`src/rtl/fir_mac_seq.sv`:
```
// Sequencer for a 64-tap FIR filter. It writes each sample into the circular x history,
// sweeps every tap against the coefficient memory, then rounds and saturates the sum to Q15.
module fir_mac_seq #(
  parameter int TAPS = 64,
  parameter int AW   = 6,
  parameter int DW   = 16,
  parameter int ACCW = 38
) (
  input  logic            clk,
  input  logic            rst,
  input  logic            sample_valid,
  input  logic [DW-1:0]   sample_in,
  output logic            sample_ready,
  output logic            xload,
  output logic [AW-1:0]   xaddr,
  output logic [DW-1:0]   xin,
  output logic [AW-1:0]   caddr,
  input  logic [DW-1:0]   xCurr,
  input  logic [DW-1:0]   coeffCurr,
  output logic            y_valid,
  output logic [DW-1:0]   y_out,
  output logic [ACCW-1:0] acc_out,
  output logic            busy
);

  typedef enum logic [2:0] {
    S_CLEAR,
    S_IDLE,
    S_WRITE,
    S_READ,
    S_DRAIN,
    S_DONE
  } state_t;

  localparam logic [AW-1:0]          LAST_IDX   = AW'(TAPS - 1);
  localparam logic signed [ACCW-1:0] ROUND_HALF = {{(ACCW-DW+1){1'b0}}, 1'b1, {(DW-2){1'b0}}};

  state_t                  r_state;
  state_t                  w_nextState;
  logic [AW-1:0]           r_cnt;
  logic [AW-1:0]           r_head;
  logic [DW-1:0]           r_sample;
  logic signed [ACCW-1:0]  r_acc;
  logic [DW-1:0]           r_yOut;
  logic [ACCW-1:0]         r_accOut;

  logic                    w_lastCnt;
  logic                    w_macEn;
  logic signed [2*DW-1:0]  w_product;
  logic signed [ACCW-1:0]  w_productExt;
  logic signed [ACCW-1:0]  w_accNext;
  logic signed [ACCW-1:0]  w_rounded;
  logic signed [ACCW-1:0]  w_shifted;
  logic                    w_fits;
  logic [DW-1:0]           w_ySat;

  assign w_lastCnt = (r_cnt == LAST_IDX);

  // Read data lags the address by one cycle, so the MAC runs from READ k=1 through DRAIN.
  assign w_macEn      = ((r_state == S_READ) && (r_cnt != '0)) || (r_state == S_DRAIN);
  assign w_product    = $signed(coeffCurr) * $signed(xCurr);
  assign w_productExt = $signed({{(ACCW-2*DW){w_product[2*DW-1]}}, w_product});
  assign w_accNext    = r_acc + w_productExt;

  assign w_rounded = w_accNext + ROUND_HALF;
  assign w_shifted = w_rounded >>> (DW - 1);
  assign w_fits    = (w_shifted[ACCW-1:DW-1] == {(ACCW-DW+1){w_shifted[DW-1]}});
  assign w_ySat    = w_fits ? w_shifted[DW-1:0]
                            : {w_shifted[ACCW-1], {(DW-1){~w_shifted[ACCW-1]}}};

  always_comb begin
    w_nextState = r_state;
    case (r_state)
      S_CLEAR: if (w_lastCnt)    w_nextState = S_IDLE;
      S_IDLE:  if (sample_valid) w_nextState = S_WRITE;
      S_WRITE:                   w_nextState = S_READ;
      S_READ:  if (w_lastCnt)    w_nextState = S_DRAIN;
      S_DRAIN:                   w_nextState = S_DONE;
      S_DONE:                    w_nextState = S_IDLE;
      default:                   w_nextState = S_CLEAR;
    endcase
  end

  // Strobes are gated by rst so nothing is written or handshaken while reset is held.
  always_comb begin
    sample_ready = 1'b0;
    xload        = 1'b0;
    xaddr        = '0;
    xin          = '0;
    caddr        = '0;
    y_valid      = 1'b0;
    busy         = rst || (r_state != S_IDLE);
    case (r_state)
      S_CLEAR: begin
        xload = !rst;
        xaddr = r_cnt;
      end
      S_IDLE: begin
        sample_ready = !rst;
      end
      S_WRITE: begin
        xload = !rst;
        xaddr = r_head;
        xin   = r_sample;
      end
      S_READ: begin
        xaddr = r_head - r_cnt;
        caddr = r_cnt;
      end
      S_DONE: begin
        y_valid = !rst;
      end
      default: ;
    endcase
  end

  always_ff @(posedge clk) begin
    if (rst) begin
      r_state  <= S_CLEAR;
      r_cnt    <= '0;
      r_head   <= '0;
      r_sample <= '0;
      r_acc    <= '0;
      r_yOut   <= '0;
      r_accOut <= '0;
    end else begin
      r_state <= w_nextState;

      if ((r_state == S_CLEAR) || (r_state == S_READ))
        r_cnt <= r_cnt + 1'b1;
      else
        r_cnt <= '0;

      if ((r_state == S_IDLE) && sample_valid)
        r_sample <= sample_in;

      if (r_state == S_WRITE)
        r_acc <= '0;
      else if (w_macEn)
        r_acc <= w_accNext;

      // Results are captured on the final MAC edge so they are already stable while y_valid is high.
      if (r_state == S_DRAIN) begin
        r_accOut <= w_accNext;
        r_yOut   <= w_ySat;
      end

      if (r_state == S_DONE)
        r_head <= r_head + 1'b1;
    end
  end

  assign y_out   = r_yOut;
  assign acc_out = r_accOut;

endmodule

```
`config.mk`:
```
export PLATFORM = sky130hd
export DESIGN_NAME = fir_mac_seq
export DESIGN_NICKNAME = d
export VERILOG_FILES = /design/src/rtl/fir_mac_seq.sv
export SDC_FILE = /design/constraint.sdc
export NUM_CORES = 1
export LEC_CHECK = 0
export ABC_AREA = 1
export BUFFER_PORTS_ARGS = -buffer_cell sky130_fd_sc_hd__buf_2
export CORE_UTILIZATION = 55
export CTS_CLUSTER_DIAMETER = 80
export CTS_CLUSTER_SIZE = 30
export DETAILED_ROUTE_END_ITERATION = 6
export PLACE_DENSITY_LB_ADDON = 0.12
export SYNTH_ARGS = -nofsm -noshare
export SYNTH_HDL_FRONTEND = slang
export SYNTH_SLANG_ARGS = --single-unit
```
`constraint.sdc`:
```
create_clock -name clk -period 25.6 [get_ports clk]
set_input_delay 6.4 -clock clk [delete_from_list [all_inputs] [get_ports clk]]
set_output_delay 6.4 -clock clk [all_outputs]
set_load 0.05 [all_outputs]
```
[Word level (Yosys, flattened, before mapping)]
Cells that the tools add are included.
Operators by class
  reduce and logical (&&, ||, !) cells: 12
  add/sub/neg operators: 5
  equality and inequality tests: 11
  bitwise logic cells: 2
  $mul: 1
  multiplexer cells: 11
Operators by type and width (count)
  38-bit by 16-bit adder with 38-bit output (second input constant): 1
  38-bit by 32-bit adder with 38-bit output: 1
  16-bit by 16-bit multiplier with 32-bit output: 1
  16-bit 2-to-1 mux: 2
  22-bit equality test: 1
  3-bit case mux with 6 select lines: 1
  6-bit case mux with 3 select lines: 1
  6-bit by 1-bit adder with 6-bit output (second input constant): 2
  3-bit 2-to-1 mux: 3
  3-bit by 2-bit equality test with 1-bit output (second input constant): 2
  3-bit equality test (second input constant): 2
  6-bit equality test (second input constant): 1
  6-bit 2-to-1 mux: 1
  2-bit != test (second input constant): 3
  6-bit nonzero test: 1
  2-bit OR reduction: 3
  6-bit subtractor: 1
  3-bit by 1-bit equality test with 1-bit output (second input constant): 1
  3-bit zero test: 1
  1-bit logical OR: 3
  1-bit 2-to-1 mux: 3
  3-bit by 1-bit != test with 1-bit output (second input constant): 1
  3-bit AND reduction: 1
  1-bit logical AND: 2
  other kinds (2): 3
Word-level totals
  output and inout port bits: 86
  bits in registers: 123
  bits of input ports: 51

[Depth between registers and ports, before layout]
Gate-level depths: netlist (run 1).
  word-level depth: 5
  gate-level depth with buffers: 44
  depth with buffers taken out: 42

[Worst setup path before layout (run 1)]
Ideal clock, no wire load.
  path kind: input port to output port
  start point: input port rst
  end point: output port busy
  data required time: 19200 ps
  setup slack: 11532 ps
  stages: 3
  buffers on the path: 1
  data arrival time: 7668 ps
  cell sequence: buf_6 -> nor2_1 -> inv_1
Between the ends
  word-level cells in the longest chain between the ends: 1
Ends and longest elaborated chain
  start, declared: line 10  | input logic rst,
  1-bit logical OR: line 92  | busy = rst || (r_state != S_IDLE);
  end, declared: line 23  | output logic busy
Every way passes these cells.

[Final worst setup path (run 1)]
Same ends and word-level chain as after synthesis.

==> run summary, run 1 <==
Area grow syn2layout: 7.49%
Clk sinks: 123
Crit path max-delay cell type: buf_2
Unrepaired setup endpoints after global routing: false
Chip width: 190 um
CP Cell Sequence: buf_2, nor2_1, inv_1, buf_2
Top-area cell type share of the netlist area: 33.1%
GRT overflow: 0
H-tree depth: 4
Die Height: 190 um
Clock Skew: 17.3 ps
Wire length per cell: 15.7 um
TritonCTS buffer count: 17
Cell family with most CP delay: buffers and inverters
Antenna Nets Post-Route: 0
Via/cell ratio: 5.08
Status: finished with violations
Post-CTS Setup Inserts: 0
CP startpoint kind: input port
Sequential cell area: 2460 um2
Max FO, Critical Path: 31
Critical Path Max Stage Delay: 470 ps
# IOs: 137
CP Data Arrival Time: 7360 ps
Initial Util: 56.2%
RePlAce Congestion: 0.913
Initial antenna violation count: 0
Yosys cell types: 43
Worst path required time: 19,200 ps
Multi-input gate area: 13,800 um2
Die area: 36,200 um2
Worst-Margin Slew: 1140 ps
Via Count: 16,100
Fin. max-slew vios: 0
All-layer global routing usage: 29.2%
Post-cts sizing count: 0
Busiest layer in global routing: met2
Synth area leader: fa_1
Synthesized area per cell: 7.38 um2
Seq/Total Area, Yosys: 12.6%
Filler cell count: 3,291
CTS tree: built
Final wirelength: 49,900 um
Synth Warn #: 0
Commonest non-fill, non-tap cell in the layout: inv_1
Root Driver: clkbuf_16
Most numerous cell on the critical path: buf_2
Share of layout cells above drive strength 1: 10.5%
Number of antenna diodes: 0
TNS Setup: 0 ps
Buf/Inv on CP: 3
Top post-synthesis cells by area: fa_1 (33%), inv_1 (14%), dfxtp_1 (13%)
Max-cap violation count: 0
Row cnt: 68
Largest net degree at the start of global routing: 96
Clk_lat worst skew: 440 ps
Total Nets Final: 3,197
Setup violations, final: 0
Worst Setup End Kind: primary output
IO Port Bufs: 136
Failing checks: DRC
Core footprint: 34,700 um2
Hold Fails Final Rpt: 0
Fin crit share: 53.7%
Setup CP Type: input port to primary output
Slew HR: 24.0%
Fmax: 72.7 MHz
Post-Synthesis Cells: 2,646
DP HPWL: 42,200 um
Vias in the first global route: 16,300
Post-synthesis register bit count: 123
TritonRoute pass-1 iters: 7
Met2 GRT Util: 49.9%
Most frequent cells in the layout: inv_1 (723), nand2_1 (612), fa_1 (323)
Met3 usage: 3.22%
Drt drc: 18
Worst Hold Class: flop to flop
Worst-path clk slew: 60 ps
Cell area after synthesis: 19,500 um2
Synthesized Nets: 3,140
Post-layout min period: 13,760 ps
GR Layer Usage met1: 39.6%
Post-CTS Hold Buffers: 0
Iter 0 DRT Violations: 1,064
First-pass GRT wire length: 83,100 um
Clock Path Buffers: 2
==> logic make-up (layout without fill, tap and decap cells) <==
logic type	Yosys count	count (layout)	share of synthesized area (%)
AND/OR/NAND/NOR	1010	1010	22.7
adder cells (fa/ha/maj)	443	443	40.8
XOR/XNOR	36	36	1.62
AO/OA/AOI/OAI	187	187	5.72
buffers and inverters	847	917	16.5
flip-flops	123	123	12.6
==> cells in the mapped netlist, drive strengths merged <==
master	count
a21oi	60
nor2	200
inv	742
a211oi	1
and3	1
o21ai	62
o211ai	46
clkinv	3
nand2	659
and2	5
dfxtp	123
or2	2
o221ai	6
a31oi	2
nand3b	3
xor2	25
ha	120
o211a	1
nand4	37
clkbuf	94
nor4	1
nand3	87
xnor2	11
fa	323
nor3b	3
o21a	1
nor3	12
buf	8
o21bai	8
==> cell type report <==
type / instances / share of cell area [%]
clock buffer: 20 / 2.08
inverter: 745 / 13.3
sequential: 123 / 11.7
multi-input combinational: 1676 / 66.0
tap: 455 / 2.71
timing repair buffer: 140 / 3.39
clock inverter: 12 / 0.787
==> final timing paths <==
check                      startpoint                       end  slack (ps)  cells after the start
max                               rst                      busy       11840                      4
min          r_sample[0]$_SDFFE_PP0P_  r_sample[0]$_SDFFE_PP0P_         450                      2
max reg2reg    r_acc[15]$_SDFFE_PP0P_     y_out[1]$_SDFFE_PP0P_       19250                     33
min reg2reg  r_sample[0]$_SDFFE_PP0P_  r_sample[0]$_SDFFE_PP0P_         450                      2
==> per-stage QoR <==
step / utilization [%] / hold WS, ps / area [um2] / setup slack, ps / cells
3_5_place_dp: 58.7 / 445 / 20400 / 11420 / 3139
6_report: 60.4 / 454 / 21000 / 11840 / 3171
3_3_place_gp: 58.7 / 441 / 20400 / 11510 / 3139
2_1_floorplan: - / 430 / 19500 / 11530 / 2646
5_1_grt: 60.4 / 463 / 21000 / 11140 / 3171
4_1_cts: 60.4 / 454 / 21000 / 11850 / 3171
==> worst reg2reg max path, delay by kind of cell (launching register included) <==
kind,cells,cell delay [ps]
buffers and inverters,7,440
AND/OR/NAND/NOR,20,2530
flip-flops,1,310
adder cells (fa/ha/maj),6,2940
==> registers in the layout, indices dropped and copies added (netlist names) <==
register,flops
acc_out,38
r_acc,38
r_sample,16
y_out,16
r_cnt,6
r_head,6
r_state,3
==> layer usage <==
metal  part of all wire [%]  vias up
met5                      0        -
met4                    2.0        0
met3                    4.1       59
met2                     49      374
met1                     45     7872
li1                       -     7816
Power of run 1 is not shown: default switching activity piles up to over one toggle a cycle in this logic, so the estimate is an artifact.
==> run 2, diff against run 1 <==
--- a/config.mk
+++ b/config.mk
@@ -5,7 +5,7 @@
 export SDC_FILE = /design/constraint.sdc
 export NUM_CORES = 1
 export LEC_CHECK = 0
-export ABC_AREA = 1
+export ABC_AREA = 0
 export BUFFER_PORTS_ARGS = -buffer_cell sky130_fd_sc_hd__buf_2
 export CORE_UTILIZATION = 55
 export CTS_CLUSTER_DIAMETER = 80
==> constraint.sdc (replaced) <==
create_clock -name clk -period 11.22 [get_ports clk]
set_input_delay 2.805 -clock clk [delete_from_list [all_inputs] [get_ports clk]]
set_output_delay 2.805 -clock clk [all_outputs]
set_load 0.05 [all_outputs]
==> run summary, run 2 <==
Status: finished, final reports clean
H-tree depth: 4 (unchanged)
Clock Skew: 10.2 ps (-7.06 ps)
Number of antenna diodes: 0 (unchanged)
Wire length per cell: 17.1 um (+8.7%)
Adder-Cell Fraction of Synth Area: 44.3% (+3.5 points)
Clk_lat worst skew: 420 ps (-20 ps)
Max-cap violation count: 0 (unchanged)
Post-cts sizing count: 0 (unchanged)
Yosys cell types: 80 (+86%)
Area grow syn2layout: 8.94%
Filler cell count: 2,866 (-13%)
Setup violations, final: 0 (unchanged)
Async S/R FF share, synth: 0% (unchanged)
Fin crit share: 93.6%
Setup CP Type: input port to flop
Largest family of logic cells by synthesized area: adder cells
Total Nets Final: 2,652 (-17%)
Iter 0 DRT Violations: 783 (-26%)
Slew HR: 34.2% (+10 points)
Max FO, Critical Path: 16 (-48%)
Worst Hold Class: flop to flop
Drt drc: 0 (-18)
Post-synthesis mux area share: 0.299% (+0.30 points)
Share of layout cells above drive strength 1: 10.7% (+0.23 points)
Clock Path Buffers: 2 (unchanged)
Row cnt: 65 (-4.4%)
All-layer global routing usage: 28.6% (-0.57 points)
Largest net degree at the start of global routing: 73 (-24%)
TNS Setup: 0 ps (unchanged)
Die Height: 183 um (-4.0%)
Initial Util: 56.4% (+0.20 points)
DP Worst Slack: 337 ps (-11,080 ps)
Post-layout min period: 10,500 ps
Fin. max-slew vios: 0 (unchanged)
Post-CTS Setup Inserts: 0 (unchanged)
TritonRoute pass-1 iters: 5 (-2)
Synth area leader: fa_1
Synth Area in Compound Gates: 9.85% (+4.1 points)
Die area: 33,400 um2 (-7.7%)
Post-CTS Hold Buffers: 0 (unchanged)
Most frequent cell after synthesis: nand2_1
CP Data Arrival Time: 10,780 ps (+3420 ps)
GRT overflow: 0 (unchanged)
TritonCTS buffer count: 17 (unchanged)
Worst-Margin Slew: 983 ps (-152 ps)
Post-synthesis register bit count: 123 (unchanged)
Final wirelength: 44,600 um (-11%)
Top-area cell type share of the netlist area: 35.9% (+2.8 points)
Root Driver: clkbuf_16
IO Port Bufs: 136 (unchanged)
Seq/Total Area, Yosys: 13.7% (+1.1 points)
Antenna Nets Post-Route: 0 (unchanged)
DP HPWL: 36,700 um (-13%)
Synthesized area per cell: 8.66 um2 (+17%)
Cell area after synthesis: 18,000 um2 (-7.8%)
Vias in the first global route: 15,100 (-7.5%)
First-pass GRT wire length: 76,300 um (-8.2%)
Synth Warn #: 0 (unchanged)
Top post-synthesis cells by area: fa_1 (36%), dfxtp_1 (14%), ha_1 (8.3%)
Worst path required time: 11,510 ps (-7690 ps)
Via Count: 14,200 (-12%)
Unrepaired setup endpoints after global routing: false
Critical Path Max Stage Delay: 900 ps (+430 ps)
# IOs: 137 (unchanged)
Clk sinks: 123 (unchanged)
CP startpoint kind: input port
Core footprint: 31,900 um2 (-8.2%)
Commonest non-fill, non-tap cell in the layout: nand2_1
Crit path max-delay cell type: fa_1
Worst-path clk slew: 60 ps (about the same)
Fmax: 95.2 MHz
Initial antenna violation count: 0 (unchanged)
CP Cell Sequence: buf_2, nand2_1, inv_1, fa_1, fa_1, fa_1, fa_1, fa_1, inv_1, fa_1, inv_1, ha_1, a21oi_1, o21ai_1, o32ai_1, a21oi_2, xnor2_1, or4b_4, nor4_4, nand3_2, o211a_1, o32ai_2, or3_4, o211ai_1
Post-synth EDFFs: 0 (unchanged)
CTS tree: built
Post-Synthesis Cells: 2,077 (-22%)
Via/cell ratio: 5.46 (+7.3%)
Simple logic cell fraction of the synthesized area: 19.0% (-3.7 points)
Hold Fails Final Rpt: 0 (unchanged)
Synthesized Nets: 2,571 (-18%)
Most numerous cell on the critical path: fa_1
Dominant synthesized flop cell: dfxtp_1
RePlAce Congestion: 0.917 (+0.36%)
Worst Setup End Kind: flop
Chip width: 183 um (-4.0%)
Fin worst setup slack: 721 ps (-11,120 ps)
XOR/XNOR share of the synthesized area: 3.16% (+1.5 points)
Most frequent cells in the layout: nand2_1 (375), inv_1 (362), fa_1 (323)
Post-synth top cells: nand2_1 (375), inv_1 (362), fa_1 (323)
[run 2: cell types whose count changed in the layout (fill, tap and decap cells not counted), moves of 62 or more]
cell,delta
inv_1,-361
nand2_1,-237
and2_1,+138
nor2_1,-81
a21oi_1,+70
nand3_1,-62
[run 2: cells by family (layout without fill, tap and decap cells)]
| group | Yosys count | count (layout) |
|---|---|---|
| and+or+nand+nor | 720 | 720 |
| buffers and inverters | 455 | 549 |
| adders and majority gates | 443 | 443 |
| AOI/OAI and AO/OA | 267 | 267 |
| DFF | 123 | 123 |
| xor gates and xnor gates | 64 | 64 |
| muxes | 5 | 5 |
[run 2: area by class of cell]
class	count	area (um2)	area share, %
sequential	123	2460	12.6
clock inverter	14	185	0.945
inverter	362	1360	6.93
tap	435	544	2.78
multi-input combinational	1499	13800	70.3
timing repair buffer	155	823	4.20
clock buffer	18	439	2.24
[run 2: through the flow]
stage                     cell area (um2)  cells  utilization (%)  hold WS, ps
after floorplan                     18000   2077                -          432
after global placement              19000   2574             59.5          437
after detailed placement            19000   2574             59.5          443
after CTS                           19600   2606             61.5          451
after global routing                19600   2606             61.5          469
final                               19600   2606             61.5          450
[run 2: layer usage]
layer / vias up / part of all wire, % / track usage, %
li1: 6609 / - / -
met1: 7169 / 45 / 39.0
met2: 371 / 49 / 49.1
met3: 69 / 4.3 / 2.70
met4: 0 / 2.1 / 7.30
met5: - / 0 / 0
[run 2: final timing paths]
path,from,endpoint,slack (ps),cells after the start
max reg2reg,r_acc[15]$_SDFFE_PP0P_,y_out[3]$_SDFFE_PP0P_,3940,23
min,acc_out[14]$_SDFFE_PP0P_,acc_out[14]$_SDFFE_PP0P_,450,2
max,coeffCurr[15],y_out[3]$_SDFFE_PP0P_,720,24
min reg2reg,acc_out[14]$_SDFFE_PP0P_,acc_out[14]$_SDFFE_PP0P_,450,2
[run 2: worst max-delay path: cells and delay by family]
kind            cells  cell delay [ps]
xor+xnor            1              270
compound gates      7             1670
simple gates        5             1690
fa+ha+maj           7             3830
buf+inv             4              490
Power of run 2 is left out for the same reason.
